`config.mk`:
```
export PLATFORM = sky130hd
export DESIGN_NAME = scaleable_demux_buf
export DESIGN_NICKNAME = d
export VERILOG_FILES = /design/src/rtl/scaleable_demux_buf_pkg.sv /design/src/rtl/scaleable_demux_buf_fifo.sv /design/src/rtl/scaleable_demux_buf.sv
export SDC_FILE = /design/constraint.sdc
export NUM_CORES = 1
export LEC_CHECK = 0
export BUFFER_PORTS_ARGS = -buffer_cell sky130_fd_sc_hd__buf_2
export CAP_MARGIN = 0
export CORE_MARGIN = 2
export CORE_UTILIZATION = 27
export CTS_BUF_LIST = sky130_fd_sc_hd__clkbuf_8
export DETAILED_ROUTE_END_ITERATION = 6
export PLACE_DENSITY = 0.46
export RECOVER_POWER = 25
export REMOVE_ABC_BUFFERS = 1
export SYNTH_ARGS = -nofsm -noshare
export SYNTH_HDL_FRONTEND = slang
export SYNTH_SLANG_ARGS = --single-unit
```
`constraint.sdc`:
```
create_clock -name clk -period 7.2 [get_ports clk]
set_input_delay 1.08 -clock clk [delete_from_list [all_inputs] [get_ports clk]]
set_output_delay 1.08 -clock clk [all_outputs]
set_load 0.05 [all_outputs]
```
`src/rtl/scaleable_demux_buf_pkg.sv`:
```
// Shared definitions for the buffered 1-to-N demultiplexer: lane FIFO depth,
// flat-bus slice arithmetic and the select-width legality check.
package scaleable_demux_buf_pkg;

    // Every output lane buffers up to two words.
    localparam int LANE_FIFO_DEPTH = 2;

    // Base bit index of lane 'lane' on the flat out_data bus.
    function automatic int lane_base(input int lane, input int dw);
        return lane * dw;
    endfunction

    // The select field must be wide enough to address every lane.
    function automatic bit sel_width_ok(input int n, input int sw);
        return (sw >= $clog2(n));
    endfunction

endpackage

```
`src/rtl/scaleable_demux_buf_fifo.sv`:
```
// Depth-2 first-in first-out lane buffer. The head word is held in a register
// and is forced to zero whenever the buffer is empty. A push is ignored while
// the buffer is full, and a pop is ignored while it is empty.
module demux_lane_fifo
    import scaleable_demux_buf_pkg::*;
#(
    parameter int data_width = 8
) (
    input  logic                  clk,
    input  logic                  reset,
    input  logic                  push,
    input  logic [data_width-1:0] push_data,
    input  logic                  pop,
    output logic [data_width-1:0] head_data,
    output logic                  empty,
    output logic                  full
);

    localparam int CW = $clog2(LANE_FIFO_DEPTH + 1);
    localparam logic [CW-1:0] CNT_EMPTY = CW'(0);
    localparam logic [CW-1:0] CNT_ONE   = CW'(1);
    localparam logic [CW-1:0] CNT_FULL  = CW'(LANE_FIFO_DEPTH);
    localparam logic [data_width-1:0] DATA_ZERO = {data_width{1'b0}};

    logic [CW-1:0]         count_r;
    logic [data_width-1:0] head_r;
    logic [data_width-1:0] tail_r;

    // Occupancy and storage update; the head always holds the oldest word.
    always_ff @(posedge clk or posedge reset) begin
        if (reset) begin
            count_r <= CNT_EMPTY;
            head_r  <= DATA_ZERO;
            tail_r  <= DATA_ZERO;
        end else begin
            case (count_r)
                CNT_EMPTY: begin
                    if (push) begin
                        head_r  <= push_data;
                        count_r <= CNT_ONE;
                    end
                end
                CNT_ONE: begin
                    if (push && pop) begin
                        head_r <= push_data;
                    end else if (push) begin
                        tail_r  <= push_data;
                        count_r <= CNT_FULL;
                    end else if (pop) begin
                        head_r  <= DATA_ZERO;
                        count_r <= CNT_EMPTY;
                    end
                end
                CNT_FULL: begin
                    if (pop) begin
                        head_r  <= tail_r;
                        tail_r  <= DATA_ZERO;
                        count_r <= CNT_ONE;
                    end
                end
                default: begin
                    count_r <= CNT_EMPTY;
                    head_r  <= DATA_ZERO;
                    tail_r  <= DATA_ZERO;
                end
            endcase
        end
    end

    assign head_data = head_r;
    assign empty     = (count_r == CNT_EMPTY);
    assign full      = (count_r == CNT_FULL);

endmodule

```
`src/rtl/scaleable_demux_buf.sv`:
```
// Buffered 1-to-N demultiplexer. Each word is steered to the lane named by
// in_sel, and every lane has its own depth-2 FIFO. A word whose select value
// is out of range is accepted, discarded and counted. in_ready depends only on
// in_sel and on registered lane state.
module scaleable_demux_buf
    import scaleable_demux_buf_pkg::*;
#(
    parameter int N          = 8,
    parameter int sel_width  = 3,
    parameter int data_width = 8,
    parameter int cnt_width  = 16
) (
    input  logic                    clk,
    input  logic                    reset,
    input  logic                    in_valid,
    output logic                    in_ready,
    input  logic [data_width-1:0]   in_data,
    input  logic [sel_width-1:0]    in_sel,
    output logic [N-1:0]            out_valid,
    input  logic [N-1:0]            out_ready,
    output logic [N*data_width-1:0] out_data,
    output logic                    drop_pulse,
    output logic [cnt_width-1:0]    drop_count
);

    if (!sel_width_ok(N, sel_width)) begin : g_bad_sel_width
        $error("scaleable_demux_buf: sel_width too narrow to address N lanes");
    end

    localparam logic [cnt_width-1:0] CNT_MAX = {cnt_width{1'b1}};
    localparam logic [cnt_width-1:0] CNT_ONE = cnt_width'(1);

    logic [N-1:0]         sel_match_s;
    logic [N-1:0]         empty_s;
    logic [N-1:0]         full_s;
    logic [N-1:0]         push_s;
    logic [N-1:0]         pop_s;
    logic                 sel_in_range_s;
    logic                 lane_full_s;
    logic                 in_ready_s;
    logic                 xfer_s;
    logic                 drop_s;
    logic                 drop_pulse_r;
    logic [cnt_width-1:0] drop_count_r;

    // Full-width unsigned select decode, ready mux and per-lane push/pop strobes.
    always_comb begin
        sel_match_s = {N{1'b0}};
        for (int i = 0; i < N; i++) begin
            sel_match_s[i] = (in_sel == sel_width'(i));
        end
        sel_in_range_s = |sel_match_s;
        lane_full_s    = |(sel_match_s & full_s);
        in_ready_s     = sel_in_range_s ? !lane_full_s : 1'b1;
        xfer_s         = in_valid && in_ready_s;
        drop_s         = xfer_s && !sel_in_range_s;
        push_s         = sel_match_s & {N{xfer_s}};
        pop_s          = ~empty_s & out_ready;
    end

    for (genvar g = 0; g < N; g++) begin : g_lane
        demux_lane_fifo #(
            .data_width(data_width)
        ) u_fifo (
            .clk       (clk),
            .reset     (reset),
            .push      (push_s[g]),
            .push_data (in_data),
            .pop       (pop_s[g]),
            .head_data (out_data[lane_base(g, data_width) +: data_width]),
            .empty     (empty_s[g]),
            .full      (full_s[g])
        );
    end

    // Drop notification pulse and saturating drop counter.
    always_ff @(posedge clk or posedge reset) begin
        if (reset) begin
            drop_pulse_r <= 1'b0;
            drop_count_r <= {cnt_width{1'b0}};
        end else begin
            drop_pulse_r <= drop_s;
            if (drop_s && (drop_count_r != CNT_MAX)) begin
                drop_count_r <= drop_count_r + CNT_ONE;
            end else begin
                drop_count_r <= drop_count_r;
            end
        end
    end

    assign in_ready   = in_ready_s;
    assign out_valid  = ~empty_s;
    assign drop_pulse = drop_pulse_r;
    assign drop_count = drop_count_r;

endmodule

```
==> flow_metrics.tcl <==
set metrics [dict create \
    antenna_cells 0 \
    comb_power_share_pct 28.6 \
    switchingPower_uw 973.6 \
    tns_ns 0 \
    grt_max_degree 91 \
    rows 61 \
    dpl.cell_count 1112 \
    crit_fanout 90 \
    vdd_drop_max_v 0.00008919 \
    drc 0 \
    hold_viol 0 \
    synthesis.area_mm2 0.007572 \
    totalWireLength_um 20600 \
    rsz0062_at_grt "no" \
    drt_iter0_markers 575 \
    gr-usage-all-layers_pct 14.29 \
    die_area_mm2 0.02940 \
    n_fill_cell 2847 \
    first_global_vias 5473 \
    cp.required_ns 7.66 \
    p_seq_share_pct 45.8 \
    clock-root-buffer "clkbuf_8" \
    maxSlewHeadroom_pct -173.8 \
    finalCritPeriodShare_pct 56.84 \
    cts_hold_buf 0 \
    ys_ff_latch 161 \
    hold_class "register to register" \
    ant_nets 0 \
    power.internal_uw 1478 \
    synthDominantCellAreaShare_pct 53.21 \
    die_y_um 171.5 \
    worst_ep_arrival_time_ns 4.55 \
    grt_pass1_wl_um 32360 \
    synth_area_leader_cell "dfrtp_1" \
    gp_congestion 0.7191 \
    synth-edff-count 0 \
    avgRoutedWirePerCell_um 18.01 \
    report.final.setup_viol 0 \
    synth.most_common_cell "dfrtp_1" \
    synth_area_per_cell_um2 10.99 \
    async_flop_share_pct 100.0 \
    regArea_mm2 0.004029 \
    worst_skew_pair.late_latency_ns 0.45 \
    synth_common_cells "dfrtp_1, a22o_1, clkbuf_1" \
    cts_setup_buffers 0 \
    cts_sinks 161 \
    crit_start "reset" \
    cts_made_buffers 17 \
    hp-start "drop_count[0]" \
    synthToLayoutAreaGrowth_pct 14.84 \
    drv_cap 1 \
    portBuffers 111 \
    clk_pin_slew_worst_paths_ns 0.09 \
    grt_antenna_before_repair 1 \
    yosysSeqAreaShare_pct 53.21 \
    ys.flop_type "dfrtp_1" \
    sw_frac_of_total_pct 39.72 \
    cp-start-kind "primary input" \
    pin_count 112 \
    drive_above_1_share_pct 23.89 \
    initial_core_util_pct 27.33 \
    ys_top_cells_by_area "dfrtp_1, a22o_1, a221o_1, clkbuf_1, nand2_1" \
    yosys_warnings 0 \
    path_class "primary input to asynchronous set/reset pin" \
    min_period_ns 4.093 \
    violations "capacitance limit, slew limit" \
    cts_tree "done" \
    status "finished, violations left" \
    tightest_slew_ns 4.084 \
    nNetsFinal 775 \
    synth_cell_type_count 68 \
    r2r_start "g_lane[0].u_fifo.count_r[1]" \
    power.density_mw_per_mm2 281.9 \
    htree_levels 4 \
    end_kind "asynchronous set/reset pin" \
    vias 5621 \
    multi_input_area_mm2 0.003142 \
    overflow 0 \
    cts_buffer_depth 2 \
    core_mm2 0.02771 \
    cts_resized 0 \
    stdcell_count 1144 \
    dp_hpwl_um 13240 \
    finClkSkew_ns 0.01542 \
    fmax_mhz 244.3 \
    viasPerCell 4.913 \
    die_w_um 171.5 \
    pwr-share-clk_pct 25.6 \
    netlist_instances 689 \
    slew_viol_final 91 \
    leakage_uw 0.004203 \
    first_pass_iters 5 \
]
==> power by group through the flow <==
stage	registers, uW	logic [uW]	clock network (uW)
after floorplan	1400	249	0
after global placement	1140	707	0
after detailed placement	1140	709	0
after CTS	1120	711	656
after global routing	1140	752	692
final	1120	701	627
==> cell families after synthesis <==
group	count (synthesis)	synth area share, %
DFF	161	53.21
muxes	21	2.925
xor gates and xnor gates	1	0.1157
other	1	0.04952
and+or+nand+nor	167	12.87
buffers and inverters	101	5.304
AOI/OAI and AO/OA	237	25.53
==> sequential cells by signal, summed over array words and instances (netlist names) <==
name and cells:
drop_count 16, drop_pulse 1, g_lane.u_fifo.count_r 16, g_lane.u_fifo.head_data 64, g_lane.u_fifo.tail_r 64
==> critical path, cell delays in order <==
cell        delay, ns
buf_2            0.10
clkinvlp_2       2.26
buf_4            0.99
==> worst paths after layout <==
kind / to / slack [ns] / cells past startpoint
setup / recovery: g_lane[7].u_fifo.tail_r[3] / 3.11 / 3
hold / removal: drop_count[0] / 0.38 / 0
setup reg to reg: g_lane[0].u_fifo.head_data[7] / 5.00 / 4
hold reg to reg: drop_count[0] / 0.38 / 0
max in group clk: in_ready / 3.58 / 6
min in group asynchronous: drop_count[4] / 1.84 / 2
==> layer usage <==
metal  part of all wire, %  global-route usage, %  vias to the layer above
li1                      -                      -                     2701
met1                    50                  20.87                     2757
met2                    44                  21.02                      140
met3                   4.9                  3.313                       21
met4                   1.1                  3.943                        2
met5                 0.058                      0                        -
==> cell usage in the layout (no fill, tap or decap), types with 4 or more instances in the layout <==
master    netlist  routed
nor2b_1        12      12
o21ai_1         5       5
inv_1          33      33
mux2i_1        12      12
a21o_1         22      22
nand3_1         5       5
a32oi_1        15      15
and3_1          4       4
o21ai_0        19      19
dfrtp_1       161     161
a21oi_1        20      20
a22o_1         72      72
clkbuf_8        0      18
a32o_1          7       7
o221ai_1       16      16
clkinv_4        0       4
mux2_2          9       9
nor2_1         35      35
nand2_1        45      45
o22ai_1         9       9
nor3_1         11      11
nand2b_1       11      11
or2_2           7       7
a22oi_1         8       8
nor3b_1         9       9
buf_2           6     111
a221o_1        18      18
==> cell type report <==
cell class | instances | share of cell area, %
Sequential cell | 161 | 46.33
Multi-Input combinational cell | 427 | 36.13
Timing Repair Buffer | 113 | 6.561
Tap cell | 378 | 5.439
Clock buffer | 18 | 2.849
Inverter | 33 | 1.439
Clock inverter | 14 | 1.252
==> metrics by stage <==
step	utilization (%)	hold WS (ns)	instance area (um2)	setup WS [ns]	power (uW)
finish	31.39	0.3759	8696	3.107	2451
detailed placement	30.11	0.3604	8343	3.569	1849
global route	31.39	0.3903	8696	2.358	2587
CTS	31.40	0.3832	8700	3.558	2491
global placement	30.11	0.3599	8343	3.589	1849
floorplan	-	0.4641	7295	1.772	1645
Note: power is estimated with default switching activity, not from simulation.
